<file path="src/rtl/led_frame_sequencer_pkg.sv">
// Shared register map, bit positions and FSM encoding for the frame sequencer.
// No logic: constants, the state type and one small helper only.
// Not applicable: the package carries no flow control.
package led_frame_sequencer_pkg;

  // Slave register word offsets (only wb_adr_i[2:0] is decoded)
  localparam logic [2:0] REG_CTRL   = 3'd0;
  localparam logic [2:0] REG_BASE   = 3'd1;
  localparam logic [2:0] REG_STRIDE = 3'd2;
  localparam logic [2:0] REG_COUNT  = 3'd3;
  localparam logic [2:0] REG_DELAY  = 3'd4;
  localparam logic [2:0] REG_STATUS = 3'd5;

  // CTRL and STATUS bit positions
  localparam int CTRL_EN   = 0;
  localparam int CTRL_LOOP = 1;
  localparam int CTRL_BUSY = 31;
  localparam int STAT_DONE = 8;
  localparam int STAT_ERR  = 9;

  // One-hot sequencer states
  typedef enum logic [2:0] {
    ST_IDLE  = 3'b001,
    ST_WRITE = 3'b010,
    ST_WAIT  = 3'b100
  } seq_state_t;

  // COUNT and DELAY of zero behave as one
  function automatic logic [7:0] at_least_one(input logic [7:0] v);
    return (v == 8'd0) ? 8'd1 : v;
  endfunction

endpackage

</file>
<file path="src/rtl/led_frame_sequencer_regs.sv">
// Wishbone slave register file: config, sticky W1C status, enable 0->1 detect.
// Latency: ack and read data one cycle after the request; writes land on the ack edge.
// Backpressure: none, every request is acked on the next cycle.
module led_frame_sequencer_regs
  import led_frame_sequencer_pkg::*;
(
  input  logic        i_clk,
  input  logic        i_rst,
  input  logic [2:0]  i_adr,
  input  logic [31:0] i_dat,
  input  logic        i_we,
  input  logic        i_cyc,
  input  logic        i_stb,
  input  logic [3:0]  i_sel,
  output logic [31:0] o_dat,
  output logic        o_ack,
  input  logic        i_busy,
  input  logic [7:0]  i_index,
  input  logic        i_set_done,
  input  logic        i_set_err,
  input  logic        i_clr_en,
  output logic        o_enable,
  output logic        o_loop,
  output logic        o_start,
  output logic [15:0] o_base,
  output logic [15:0] o_stride,
  output logic [7:0]  o_count,
  output logic [7:0]  o_delay
);

  logic        r_ack;
  logic [31:0] r_dat;
  logic        r_enable;
  logic        r_en_d;
  logic        r_loop;
  logic [15:0] r_base;
  logic [15:0] r_stride;
  logic [7:0]  r_count;
  logic [7:0]  r_delay;
  logic        r_done;
  logic        r_err;
  logic [31:0] w_rdata;
  logic        w_req;
  logic        w_wr;
  logic        w_unused_dat;

  assign w_req        = i_cyc & i_stb & ~r_ack;
  assign w_wr         = w_req & i_we & (|i_sel);
  assign w_unused_dat = ^i_dat[31:16];

  // Read mux; unmapped offsets return zero
  always_comb begin
    w_rdata = '0;
    case (i_adr)
      REG_CTRL: begin
        w_rdata[CTRL_EN]   = r_enable;
        w_rdata[CTRL_LOOP] = r_loop;
        w_rdata[CTRL_BUSY] = i_busy;
      end
      REG_BASE:   w_rdata[15:0] = r_base;
      REG_STRIDE: w_rdata[15:0] = r_stride;
      REG_COUNT:  w_rdata[7:0]  = r_count;
      REG_DELAY:  w_rdata[7:0]  = r_delay;
      REG_STATUS: begin
        w_rdata[7:0]       = i_index;
        w_rdata[STAT_DONE] = r_done;
        w_rdata[STAT_ERR]  = r_err;
      end
      default:    w_rdata = '0;
    endcase
  end

  // Register writes: sequencer clears enable before the CPU write so a CPU write wins;
  // hardware set of done/err comes after the W1C so a simultaneous event is not lost.
  always_ff @(posedge i_clk or posedge i_rst) begin
    if (i_rst) begin
      r_ack    <= 1'b0;
      r_dat    <= '0;
      r_enable <= 1'b0;
      r_en_d   <= 1'b0;
      r_loop   <= 1'b0;
      r_base   <= '0;
      r_stride <= '0;
      r_count  <= '0;
      r_delay  <= '0;
      r_done   <= 1'b0;
      r_err    <= 1'b0;
    end else begin
      r_ack  <= i_cyc & i_stb & ~r_ack;
      r_en_d <= r_enable;
      if (w_req) r_dat <= w_rdata;
      if (i_clr_en) r_enable <= 1'b0;
      if (w_wr) begin
        case (i_adr)
          REG_CTRL: begin
            r_enable <= i_dat[CTRL_EN];
            r_loop   <= i_dat[CTRL_LOOP];
          end
          REG_BASE:   r_base   <= {i_dat[15:1], 1'b0};
          REG_STRIDE: r_stride <= {i_dat[15:1], 1'b0};
          REG_COUNT:  r_count  <= i_dat[7:0];
          REG_DELAY:  r_delay  <= i_dat[7:0];
          REG_STATUS: begin
            if (i_dat[STAT_DONE]) r_done <= 1'b0;
            if (i_dat[STAT_ERR])  r_err  <= 1'b0;
          end
          default: ;
        endcase
      end
      if (i_set_done) r_done <= 1'b1;
      if (i_set_err)  r_err  <= 1'b1;
    end
  end

  assign o_dat    = r_dat;
  assign o_ack    = r_ack;
  assign o_enable = r_enable;
  assign o_loop   = r_loop;
  assign o_start  = r_enable & ~r_en_d;
  assign o_base   = r_base;
  assign o_stride = r_stride;
  assign o_count  = r_count;
  assign o_delay  = r_delay;

endmodule

</file>
<file path="src/rtl/led_frame_sequencer.sv">
// LED frame sequencer: steps the matrix driver's frame address over a frame list.
// Latency: master cycle starts 1 clk after the enable write / the hold expiring.
// Backpressure: master request held until m_wb_ack_i or ACK_TIMEOUT cycles elapse.
module led_frame_sequencer
  import led_frame_sequencer_pkg::*;
#(
  parameter logic [31:0] TARGET_ADR  = 32'd0,
  parameter int          ACK_TIMEOUT = 255
)
(
  input  logic        wb_clk_i,
  input  logic        wb_reset_i,
  input  logic [31:0] wb_adr_i,
  input  logic [31:0] wb_dat_i,
  output logic [31:0] wb_dat_o,
  input  logic        wb_we_i,
  input  logic        wb_cyc_i,
  input  logic        wb_stb_i,
  input  logic [3:0]  wb_sel_i,
  output logic        wb_ack_o,
  output logic [31:0] m_wb_adr_o,
  output logic [31:0] m_wb_dat_o,
  output logic [3:0]  m_wb_sel_o,
  output logic        m_wb_we_o,
  output logic        m_wb_cyc_o,
  output logic        m_wb_stb_o,
  input  logic        m_wb_ack_i,
  input  logic        frame_sync,
  output logic        busy
);

  localparam int             TW       = (ACK_TIMEOUT > 1) ? $clog2(ACK_TIMEOUT) : 1;
  localparam logic [TW-1:0]  TMO_LAST = TW'(ACK_TIMEOUT - 1);

  seq_state_t    r_state;
  seq_state_t    w_next;
  logic [7:0]    r_index;
  logic [15:0]   r_frame_addr;
  logic [7:0]    r_hold;
  logic [TW-1:0] r_tmo;

  logic          w_enable, w_loop, w_start;
  logic [15:0]   w_base, w_stride;
  logic [7:0]    w_count, w_delay;
  logic          w_load_first, w_step, w_load_hold;
  logic          w_set_done, w_set_err, w_clr_en;
  logic          w_last;
  logic          w_unused_adr;

  assign w_unused_adr = ^wb_adr_i[31:3];

  led_frame_sequencer_regs u_regs (
    .i_clk      (wb_clk_i),
    .i_rst      (wb_reset_i),
    .i_adr      (wb_adr_i[2:0]),
    .i_dat      (wb_dat_i),
    .i_we       (wb_we_i),
    .i_cyc      (wb_cyc_i),
    .i_stb      (wb_stb_i),
    .i_sel      (wb_sel_i),
    .o_dat      (wb_dat_o),
    .o_ack      (wb_ack_o),
    .i_busy     (busy),
    .i_index    (r_index),
    .i_set_done (w_set_done),
    .i_set_err  (w_set_err),
    .i_clr_en   (w_clr_en),
    .o_enable   (w_enable),
    .o_loop     (w_loop),
    .o_start    (w_start),
    .o_base     (w_base),
    .o_stride   (w_stride),
    .o_count    (w_count),
    .o_delay    (w_delay)
  );

  // Config is sampled live, so a COUNT shrunk below the index ends the list at once
  assign w_last = (r_index >= (at_least_one(w_count) - 8'd1));

  // State register
  always_ff @(posedge wb_clk_i or posedge wb_reset_i) begin
    if (wb_reset_i) r_state <= ST_IDLE;
    else            r_state <= w_next;
  end

  // Next state and one-cycle control strobes for the datapath and register file
  always_comb begin
    w_next       = r_state;
    w_load_first = 1'b0;
    w_step       = 1'b0;
    w_load_hold  = 1'b0;
    w_set_done   = 1'b0;
    w_set_err    = 1'b0;
    w_clr_en     = 1'b0;
    unique case (r_state)
      ST_IDLE: begin
        if (w_start) begin
          w_next       = ST_WRITE;
          w_load_first = 1'b1;
        end
      end
      ST_WRITE: begin
        if (m_wb_ack_i) begin
          if (w_enable) begin
            w_next      = ST_WAIT;
            w_load_hold = 1'b1;
          end else begin
            w_next = ST_IDLE;
          end
        end else if (r_tmo == TMO_LAST) begin
          w_next    = ST_IDLE;
          w_set_err = 1'b1;
          w_clr_en  = 1'b1;
        end
      end
      ST_WAIT: begin
        if (!w_enable) begin
          w_next = ST_IDLE;
        end else if (r_hold == 8'd0) begin
          if (!w_last) begin
            w_next = ST_WRITE;
            w_step = 1'b1;
          end else if (w_loop) begin
            w_next       = ST_WRITE;
            w_load_first = 1'b1;
          end else begin
            w_next     = ST_IDLE;
            w_set_done = 1'b1;
            w_clr_en   = 1'b1;
          end
        end
      end
      default: w_next = ST_IDLE;
    endcase
  end

  // Frame index/address, hold counter (frame_sync counted only in WAIT) and ack timer
  always_ff @(posedge wb_clk_i or posedge wb_reset_i) begin
    if (wb_reset_i) begin
      r_index      <= '0;
      r_frame_addr <= '0;
      r_hold       <= '0;
      r_tmo        <= '0;
    end else begin
      r_tmo <= (r_state == ST_WRITE) ? r_tmo + 1'b1 : '0;
      if (w_load_first) begin
        r_index      <= 8'd0;
        r_frame_addr <= w_base;
      end else if (w_step) begin
        r_index      <= r_index + 8'd1;
        r_frame_addr <= r_frame_addr + w_stride;
      end
      if (w_load_hold)
        r_hold <= at_least_one(w_delay);
      else if (r_state == ST_WAIT && frame_sync && r_hold != 8'd0)
        r_hold <= r_hold - 8'd1;
    end
  end

  assign busy       = (r_state != ST_IDLE);
  assign m_wb_cyc_o = (r_state == ST_WRITE);
  assign m_wb_stb_o = (r_state == ST_WRITE);
  assign m_wb_adr_o = TARGET_ADR;
  assign m_wb_dat_o = {16'd0, r_frame_addr};
  assign m_wb_sel_o = 4'hF;
  assign m_wb_we_o  = 1'b1;

endmodule
</file>
<file path="config.mk">
export PLATFORM = sky130hd
export DESIGN_NAME = led_frame_sequencer
export DESIGN_NICKNAME = d
export VERILOG_FILES = /design/src/rtl/led_frame_sequencer_pkg.sv /design/src/rtl/led_frame_sequencer_regs.sv /design/src/rtl/led_frame_sequencer.sv
export SDC_FILE = /design/constraint.sdc
export NUM_CORES = 1
export LEC_CHECK = 0
export ABC_AREA = 1
export CAP_MARGIN = 20
export CORE_MARGIN = 4
export CORE_UTILIZATION = 58
export CTS_CLUSTER_SIZE = 20
export DETAILED_ROUTE_END_ITERATION = 16
export DONT_BUFFER_PORTS = 1
export GPL_TIMING_DRIVEN = 0
export PLACE_DENSITY_LB_ADDON = 0.08
export SYNTH_ARGS = -nofsm -noshare
export SYNTH_HDL_FRONTEND = slang
export SYNTH_SLANG_ARGS = --single-unit
</file>
<file path="constraint.sdc">
create_clock -name wb_clk_i -period 3.4 [get_ports wb_clk_i]
set_input_delay 0.34 -clock wb_clk_i [delete_from_list [all_inputs] [get_ports wb_clk_i]]
set_output_delay 0.34 -clock wb_clk_i [all_outputs]
set_load 0.005 [all_outputs]
</file>
Word-level counts from Yosys, hierarchy flattened
Index checks and enable logic that the tools add are counted.
{ "word_totals": {"regBits": 112, "out_inout_bits": 105} }
{ "classes": {"n_addsub": 5, "n_lt_le_gt_ge": 1, "eq_ne": 13, "muxes": 56, "bitwise": 7, "n_reduce_logical": 24} }
{ "op_table": {"columns": ["operator", "n"], "rows": [
  ["8-bit 2-to-1 mux", 7],
  ["1-bit 2-to-1 mux", 32],
  ["16-bit 2-to-1 mux", 2],
  ["6-bit one-hot mux with 5 select lines", 1],
  ["8-bit zero test", 3],
  ["3-bit 2-to-1 mux", 6],
  ["16-bit adder", 1],
  ["8-bit by 1-bit adder with 8-bit output (second input constant)", 2],
  ["2-bit nonzero test", 8],
  ["8-bit by 1-bit subtractor with 8-bit output (second input constant)", 2],
  ["2-bit one-hot mux with 6 select lines", 1],
  ["6-bit one-hot mux with 2 select lines", 1],
  ["2-bit AND reduction", 5],
  ["3-bit by 2-bit equality test with 1-bit output (second input constant)", 3],
  ["3-bit equality test (second input constant)", 3],
  ["3-bit one-hot mux with 3 select lines", 1],
  ["3-bit AND reduction", 3],
  ["8-bit equality test (second input constant)", 1],
  ["8-bit >= comparator", 1],
  ["8-bit nonzero test", 1],
  ["3-bit by 1-bit equality test with 1-bit output (second input constant)", 2],
  ["3-bit by 1-bit inequality test with 1-bit output (second input constant)", 2],
  ["2-bit one-hot mux with 3 select lines", 1],
  ["1-bit bitwise AND", 5],
  ["other kinds (8)", 12]
]} }

Logic depth before layout (Yosys ltp)
Gate-level depths: netlist of run 1.
{ "depth": {"word_depth": 11, "depth_mapped": 21, "ltp_nobuf": 20} }

Cells and area by module
Synthesis of run 1 repeated with hierarchy kept, for this count alone.
{ "unflattened": {"cells_unflattened": 1013, "area_unflattened_um2": 7434.6} }
{ "by_module_without_submodules": {"columns": ["module", "n_inst", "cells_per_inst", "area_each_um2", "seq_area_each_um2"], "rows": [
  ["led_frame_sequencer", 1, 602, 4042.6, 1077.3],
  ["led_frame_sequencer_regs", 1, 411, 3392.0, 1726.7]
]} }

Least setup slack after synthesis of run 1
No wires, ideal clock.
{ "synth_timing": {"path_kind": "reg2reg", "startpoint": "register u_regs.r_count[3], in the netlist u_regs.o_count[3]", "endpoint": "register r_frame_addr[3]", "setup_ns": 0.123, "arrival_ns": 2.581, "slack_ns": 0.696, "path_stages_with_launch": 20, "period_less_slack_ns": 2.704, "path_cell_list": "dfrtp_1 > inv_1 > nand2_1 > nor2_1 > inv_1 > o21ai_0 > inv_1 > ha_1 > nand2_1 > xor2_1 > inv_1 > ha_1 > nand2_1 > o21a_1 > nand2_1 > nand2_2 > buf_6 > buf_8 > nand4_1 > nand3_2"} }
{ "synth_via": {"elab_chain_cells": 9} }
{ "synth_lines": {"columns": ["element", "line_no", "source"], "rows": [
  ["start, declared", "led_frame_sequencer_regs.sv:38", "logic [7:0] r_count;"],
  ["start signal, assigned", "led_frame_sequencer_regs.sv:101", "REG_COUNT: r_count <= i_dat[7:0];"],
  ["8-bit zero test", "led_frame_sequencer_pkg.sv:30", "return (v == 8'd0) ? 8'd1 : v;"],
  ["8-bit 2-to-1 mux *", "led_frame_sequencer_pkg.sv:30", null],
  ["8-bit by 1-bit subtractor with 8-bit output *", "led_frame_sequencer.sv:78", "assign w_last = (r_index >= (at_least_one(w_count) - 8'd1));"],
  ["8-bit >= comparator *", "led_frame_sequencer.sv:78", null],
  ["1-bit 2-to-1 mux", "led_frame_sequencer.sv:120", "if (!w_last) begin"],
  ["1-bit 2-to-1 mux", "led_frame_sequencer.sv:119", "end else if (r_hold == 8'd0) begin"],
  ["1-bit 2-to-1 mux", "led_frame_sequencer.sv:117", "if (!w_enable) begin"],
  ["1-bit one-hot mux with 2 select lines / 1-bit 2-to-1 mux (equally long branches)", "led_frame_sequencer.sv:95", "unique case (r_state)"],
  ["16-bit 2-to-1 mux / 2-bit nonzero test (equally long branches)", null, null],
  ["end signal, assigned", "led_frame_sequencer.sv:148", "r_frame_addr <= w_base;"],
  ["end signal, assigned", "led_frame_sequencer.sv:151", "r_frame_addr <= r_frame_addr + w_stride;"],
  ["end, declared", "led_frame_sequencer.sv:38", "logic [15:0] r_frame_addr;"]
]} }
Mark *: on every way between the ends. The rest lies on a longest branch, timed or not.
A chain may end at the register's enable or synchronous reset.

Worst setup path after layout of run 1
{ "layout_timing": {"startpoint": "register u_regs.r_count[2], in the netlist u_regs.o_count[2]", "endpoint": "register r_index[2]"} }
{ "layout_via": {"elab_chain_cells": 9} }
{ "layout_lines": {"columns": ["element", "line_no", "source"], "rows": [
  ["8-bit zero test", "led_frame_sequencer_pkg.sv:30", null],
  ["8-bit 2-to-1 mux *", "led_frame_sequencer_pkg.sv:30", null],
  ["8-bit by 1-bit subtractor with 8-bit output *", "led_frame_sequencer.sv:78", null],
  ["8-bit >= comparator *", "led_frame_sequencer.sv:78", null],
  ["1-bit 2-to-1 mux", "led_frame_sequencer.sv:120", null],
  ["1-bit 2-to-1 mux", "led_frame_sequencer.sv:119", null],
  ["1-bit 2-to-1 mux", "led_frame_sequencer.sv:117", null],
  ["1-bit one-hot mux with 2 select lines / 1-bit 2-to-1 mux (equally long branches)", "led_frame_sequencer.sv:95", null],
  ["8-bit 2-to-1 mux / 2-bit nonzero test (equally long branches)", null, null],
  ["end signal, assigned", "led_frame_sequencer.sv:150", "r_index <= r_index + 8'd1;"],
  ["end, declared", "led_frame_sequencer.sv:37", "logic [7:0] r_index;"]
]} }
Marks and branches as above.

==> results of run 1 <==
logic make-up (layout without fill, tap and decap cells):
group / Yosys count / count (layout) / synth area share (%)
buffers and inverters: 204 / 221 / 15.4
AO/OA/AOI/OAI: 113 / 113 / 9.31
AND/OR/NAND/NOR: 420 / 420 / 26.8
other: 2 / 69 / 0.105
flip-flops: 111 / 111 / 38.9
multiplexers: 13 / 13 / 2.05
XOR/XNOR: 18 / 18 / 2.21
adder cells (fa/ha/maj): 29 / 29 / 5.18
final cells by class:
| cell class | instances | area, sq um | area share, % |
|---|---|---|---|
| sequential | 111 | 2780 | 34.9 |
| buffer | 91 | 679 | 8.54 |
| tap | 168 | 210 | 2.64 |
| multi-input combinational | 662 | 3530 | 44.3 |
| timing repair buffer | 2 | 37.5 | 0.472 |
| clock buffer | 9 | 225 | 2.83 |
| inverter | 113 | 428 | 5.38 |
| clock inverter | 6 | 71.3 | 0.896 |
stage by stage:
stage,instance area (sq um),power [mW],std cells
2_1_floorplan,7400,3.00,977
3_3_place_gp,7610,3.32,1145
3_5_place_dp,7640,3.36,1146
4_1_cts,7950,4.45,1162
5_1_grt,7960,4.77,1162
6_report,7960,4.44,1162
metal layers:
metal	up-vias	share of wire [%]
met3	23	9.1
met4	0	1.8
met2	252	44
met1	2740	45
met5	-	0
li1	2972	-
cell usage in the layout, fill, tap and decap left out, types with 15 or more instances in the layout:
cell type,Yosys,final
a21oi_1,28,28
buf_4,73,73
conb_1,2,69
dfrtp_1,110,110
ha_1,28,28
inv_1,106,105
nand2_1,237,236
nand3_1,55,55
nand3_2,15,15
nand4_1,29,29
nor2_1,59,59
o21ai_0,48,48
xor2_1,16,16
report_power, final:
group | leakage, nW | total (mW) | internal [mW] | switching (mW)
combinational | 2.67 | 1.49 | 0.591 | 0.900
clock | 0.143 | 1.07 | 0.574 | 0.499
sequential | 1.42 | 1.87 | 1.59 | 0.279
total | 4.23 | 4.44 | 2.76 | 1.68
final timing paths:
path | endpoint | slack [ns] | cells after the start
min in group asynchronous | r_index[0]$_DFFE_PP0P_ | 0.52 | 2
hold / removal | u_regs.o_base[9]$_DFFE_PP0P_ | 0.1 | 2
setup / recovery | r_index[2]$_DFFE_PP0P_ | 0.24 | 19
hold reg to reg | u_regs.r_en_d$_DFF_PP0_ | 0.38 | 0
max in group asynchronous | u_regs.o_base[9]$_DFFE_PP0P_ | 2.15 | 3
setup reg to reg | r_index[2]$_DFFE_PP0P_ | 0.24 | 19
worst max-delay path: cells and delay by family (launching register included):
kind	cells	cell delay (ns)
adders and majority gates	2	0.50
DFF	1	0.42
xor gates and xnor gates	1	0.15
and+or+nand+nor	9	0.91
AOI/OAI and AO/OA	2	0.44
buffers and inverters	5	0.62
registers in the layout, summed over array words and instances (netlist names):
signal / cells
u_regs.r_done: 1
u_regs.r_en_d: 1
u_regs.o_delay: 8
u_regs.o_loop: 1
u_regs.o_stride: 15
r_state: 3
u_regs.r_err: 1
u_regs.o_count: 8
r_frame_addr: 15
u_regs.o_enable: 1
u_regs.o_ack: 1
r_hold: 8
r_index: 8
r_tmo: 8
u_regs.o_base: 15
u_regs.o_dat: 17
repair_timing:
action,in CTS,in global routing
endpoints found under the setup margin,0,19
setup buffers,0,0
endpoints found under the hold margin,40,0
hold buffers,1,0
gates resized for setup,0,3
==> metrics.md, run 1 <==
| Metric | Value |
|---|---|
| Status | completed |
| Vias per cell | about 5.2 |
| Fin crit share | 92.8% |
| Share of cells above drive strength 1 | 15.7% |
| Die ar. | 14,200 sq um |
| DRT Pass-1 Iters | 6 |
| Syn Inst Count | 910 |
| CP Launch Type | register |
| # rows | 40 |
| GRT Util Overall | 25.7% |
| Post-synth top area cell | dfrtp_1 |
| Port Buf Inserts | 0 |
| Initial antenna violation count | 0 |
| Clock buffer depth | 2 |
| Finished Core Util | 66.0% |
| Async SR Flop Fraction | between 90% and 100% |
| Final wirelength | 17,800 um |
| Slowest Stage Delay on Critical Path | roughly 0.42 ns |
| Die Y | around 120 um |
| Final nets | 1,094 |
| Power Dens Cells | 558 nW/um^2 |
| Layout area overhead | 11.3% |
| Synth cell count leaders | nand2_1, dfrtp_1, inv_1, buf_4, nor2_1 |
| VDD IR max | 0.372 mV |
| Setup WS pre-CTS | 0.213 ns |
| Crit path time final | 3.16 ns |
| Fillers | approximately 1.1k |
| Main synth FF type | dfrtp_1 |
| First-pass GRT wire length | 28,800 um |
| Worst hold margin | 0.0971 ns |
| Mapped Area | around 7100 sq um |
| Post-Syn Area per Cell | roughly 7.9 sq um |
| Max Clk Rate | 317 MHz |
| Clk root buf | clkbuf_16 |
| Worst-margin pin slew | 0.698 ns |
| GRT met2 Usage | around two fifths |
| Slew HR | 53.5% |
| Endpoints failing hold | 0 |
| Ys Warns | 0 |
| Drt wl/cell | approximately 15 um |
| I/O Pins | 180 |
| RD Place Congestion | 0.977 |
| Max cap viols | 0 |
| Grt total ovfl | 0 |
| RSZ-0062 raised after global routing | no |
| Antenna Violating Nets Remaining | 0 |
| Clock slew at reported path FFs | roughly 0.070 ns |
| M3 GR Usage | 7.45% |
| WP data arrival | 3.40 ns |
| H-tree Lvls | 3 |
| Setup Skew | 0.00920 ns |
| CTS tree | done |
| Worst Path Required | 3.65 ns |
| CTS Buf Count | 9 |
| Max Slew Vio Count | 0 |
| Die W | 119 um |
| Yosys top cell area share | a little under 40% |
| Synth area leaders | dfrtp_1, nand2_1, buf_4 |
| Worst Hold Launch | wb_dat_i[9] |
| Worst setup path start | u_regs.o_count[2]$_DFFE_PP0P_ |
| HP Class | in2reg |
| Remaining DRCs | 0 |
| CP Cell Sequence | inv_1 -> nand2_1 -> nor2_1 -> inv_1 -> o21ai_0 -> inv_1 -> ha_1 -> nand2_1 -> xor2_1 -> inv_1 -> ha_1 -> nand2_1 -> o21a_1 -> nand2_2 -> nor2_1 -> clkbuf_4 -> nand2_1 -> nor2_1 -> nor2_1 |
| Number of synthesized register bits | 111 |
| Diodes inserted | 0 |
| Final worst slack | 0.243 ns |
| CP endpoint kind | register |
| Vias in the first global route | 5,581 |
| Largest net degree at the start of global routing | ~70 |
| Met1 GRT Util | 36.1% |
| TNS Setup | 0 ns |
| Register area share after synthesis | 38.9% |
| Post-synth EDFFs | 0 |
| R2r startpoint | u_regs.o_count[2]$_DFFE_PP0P_ |
| Clock latency on the worst-skew pair | 0.36 ns |
| Critical setup path kind | reg2reg |
| CTS Sinks | 111 |
| Netlist cell types | 50 |
| CP max stage cell | dfrtp_1 |
| Via Count | approximately 6k |
| Core area | between 10,000 and 15,000 sq um |
| Critical path peak fanout | 10 |
| Initial Util | 59.3% |
| LEAKAGE | 4.23 nW |
| DP Wirelength | 13,900 um |
| Most common cell in the netlist | nand2_1 |
| Setup violators final | 0 |
| Iteration-0 DRC Markers | around 600 |
| Most used routing layer | met2 |
Power figures use the tool's default switching activity.
==> run 2, diff against run 1 <==
--- a/config.mk
+++ b/config.mk
@@ -5,7 +5,7 @@
 export SDC_FILE = /design/constraint.sdc
 export NUM_CORES = 1
 export LEC_CHECK = 0
-export ABC_AREA = 1
+export ABC_AREA = 0
 export CAP_MARGIN = 20
 export CORE_MARGIN = 4
 export CORE_UTILIZATION = 58
==> metrics.md, run 2 <==
| Metric | Value |
|---|---|
| Share of cells above drive strength 1 | 28.3% |
| CTS tree | done |
| Die ar. | 13,100 sq um |
| Final nets | around 870 |
| Clock slew at reported path FFs | 0.08 ns |
| Area taken by multi-input logic gates | ~3500 sq um |
| HP Class | in2reg |
| Critical setup path kind | reg2reg |
| Status | complete, but fails checks |
| Power Dens Cells | ~570 nW/um^2 |
| R2r startpoint | u_regs.o_count[4]$_DFFE_PP0P_ |
| CTS Buf Count | 9 |
| Syn Inst Count | 652 |
| P_int | 2.89 mW |
| RD Place Congestion | 0.876 |
| CP Launch Type | register |
| Final worst slack | -0.349 ns |
| Finished Core Util | just over 70% |
| Final Non-Filler Cells | between 900 and 1k |
| DP Area | 7080 sq um |
| Endpoints failing hold | 0 |
| Violated checks | setup timing |
| Largest net degree at the start of global routing | 57 |
| Die Y | 115 um |
| Remaining DRCs | 0 |
| Core area | 11,000 sq um |
| Final wirelength | roughly 17,000 um |
| Sw Ratio | 35.5% |
| Layout area overhead | 19.2% |
| DRT Pass-1 Iters | 5 |
| CP Cell Sequence | or3_4 -> or2_4 -> nor3_4 -> a21oi_2 -> ha_2 -> inv_2 -> nor2_1 -> xnor2_1 -> ha_1 -> a21o_1 -> a221o_1 -> a211o_1 -> buf_6 -> o211a_4 -> buf_8 -> a221o_1 |
| Diodes inserted | 0 |
| Fin crit share | 110% |
| Seq pwr share | 42.5% |
| TNS Setup | -6.68 ns |
| Iteration-0 DRC Markers | 454 |
| Setup Skew | 0.00767 ns |
| WP data arrival | 3.99 ns |
| Port Buf Inserts | 0 |
| Max Slew Vio Count | 0 |
| Setup violators final | 27 |
| Register Area | 2780 sq um |
| I/O Pins | 180 |
| Initial antenna violation count | 0 |
| Grt total ovfl | 0 |
| Ys Warns | 0 |
| CP max stage cell | a221o_1 |
| Number of synthesized register bits | 111 |
| Post-synth top area cell | dfrtp_1 |
| VDD IR max | 0.462 mV |
| Die W | 115 um |
| Worst setup path start | u_regs.o_count[4]$_DFFE_PP0P_ |
| Critical path peak fanout | 5 |
| Synth cell count leaders | dfrtp_1, buf_4, nor2_1, mux2_2, nand2_1 |
| Worst-margin pin slew | about 0.7 ns |
| Netlist cell types | 69 |
| Most common cell in the netlist | dfrtp_1 |
| CTS Sinks | 111 |
| Most frequent CP cell | a221o_1 |
| Slowest Stage Delay on Critical Path | 0.41 ns |
| Clk root buf | clkbuf_16 |
| # rows | 38 |
| Worst Hold Launch | wb_dat_i[0] |
| Drt wl/cell | ~19 um |
| Post-Syn Area per Cell | 10.1 sq um |
| Worst Path Required | approximately 3.6 ns |
| Synth area leaders | dfrtp_1, buf_4, mux2_2 |
| Most common cell after layout, fill and taps aside | dfrtp_1 |
| LEAKAGE | 3.78 nW |
| Setup WS pre-CTS | -0.451 ns |
| Antenna Violating Nets Remaining | 0 |
| CP endpoint kind | register |
| RSZ-0062 raised after global routing | yes |
| DP Wirelength | 12,500 um |
| H-tree Lvls | 3 |
| Yosys top cell area share | 41.8% |
| Clock power share | roughly a quarter |
| Mapped Area | 6590 sq um |
| Max cap viols | 0 |
| Max reg flops | 17 |
| Sw Pwr | approximately 1.6 mW |
| Cell area after layout | between 7000 and 8000 sq um |
| Slew HR | about 52% |
| Crit path time final | 3.75 ns |
| First-pass GRT wire length | about 27,000 um |
| Comb power frac | between 30% and 40% |
| GRT Util Overall | 26.0% |
| Register area share after synthesis | around 42% |
| Async SR Flop Fraction | 100% |
| Vias in the first global route | 5,120 |
| Via Count | 5,262 |
| Fillers | approximately 790 |
| Vias per cell | 5.80 |
| Clock buffer depth | 2 |
| Post-synth EDFFs | 0 |
| Placed Instances | between 800 and 900 |
| Max Clk Rate | 267 MHz |
| Main synth FF type | dfrtp_1 |
| Initial Util | between 60% and 70% |
| Clock latency on the worst-skew pair | 0.36 ns |
| Commonest cells after routing, fill and taps aside | dfrtp_1, buf_4, conb_1, nor2_1, mux2_2 |
## run 2: cell count changes after synthesis, sizes merged, moves of 13 or more
cell and change:
nand4 -22, o21ai -13, xnor2 +15, inv -97, mux2 +33, nand3 -61
nand2 -193
## run 2: metrics by stage
| stage | hold WS, ns | power [mW] |
|---|---|---|
| after floorplan | 0.424 | 2.85 |
| after global placement | 0.459 | 3.11 |
| after detailed placement | 0.376 | 3.17 |
| after CTS | 0.0954 | 4.36 |
| after global routing | 0.0992 | 4.75 |
| final | 0.104 | 4.47 |
## run 2: cells by family (layout without fill, tap and decap cells)
family / after synthesis / count (layout) / synth area share [%]
buffers and inverters: 108 / 156 / 10.6
and+or+nand+nor: 176 / 176 / 13.5
muxes: 58 / 58 / 9.68
adders and majority gates: 29 / 29 / 5.62
other: 2 / 69 / 0.114
AOI/OAI and AO/OA: 133 / 133 / 13.7
DFF: 111 / 111 / 42.2
xor gates and xnor gates: 35 / 35 / 4.65
## run 2: final timing paths
check,to,slack [ns],depth (start not counted)
max,r_frame_addr[2]$_DFFE_PP0P_,-0.35,16
min,u_regs.o_enable$_DFF_PP0_,0.10,2
max reg2reg,r_frame_addr[2]$_DFFE_PP0P_,-0.35,16
min reg2reg,u_regs.r_err$_DFFE_PP0P_,0.49,1
max in group asynchronous,u_regs.o_base[13]$_DFFE_PP0P_,2.08,3
min in group asynchronous,u_regs.o_count[1]$_DFFE_PP0P_,0.58,2
## run 2: layout make-up
cell class	count	share of cell area, %
Clock inverter	6	0.892
Sequential cell	111	35.4
Clock buffer	10	3.04
Buffer	92	8.57
Timing Repair Buffer	32	4.17
Tap cell	140	2.23
Inverter	16	0.796
Multi-Input combinational cell	500	44.9
## run 2: worst max-delay path: cells and delay by family (launching register included)
family          cells  cell delay [ns]
compound gates      6             1.44
xor+xnor            1             0.12
fa+ha+maj           2             0.49
buf+inv             3             0.33
flops               1             0.39
simple gates        4             0.87
## run 2: what timing repair did
| item | 4_1_cts | 5_1_grt |
|---|---|---|
| resized for setup | 30 | 17 |
| setup buffers | 21 | 8 |
| hold buffers | 1 | 0 |
| setup endpoints to repair | 27 | 27 |
| pin swaps | 18 | 11 |
| endpoints found under the hold margin | 11 | 0 |
| cloned | 0 | 2 |
## run 2: layer usage
layer  global-route usage, %  share of wire, %  vias to the layer above
li1                        -                 -                     2423
met4                    9.03               2.1                        0
met2                    43.8                50                      186
met5                       0                 0                        -
met1                    33.0                40                     2620
met3                    5.71               7.3                       33
## run 2: power by group through the flow
| stage | Combinational [mW] | Sequential [mW] | Clock, mW |
|---|---|---|---|
| finish | 1.47 | 1.90 | 1.10 |
| global route | 1.65 | 1.93 | 1.17 |
| floorplan | 1.04 | 1.81 | 0 |
| detailed placement | 1.25 | 1.92 | 0 |
| global placement | 1.20 | 1.91 | 0 |
| CTS | 1.35 | 1.89 | 1.11 |
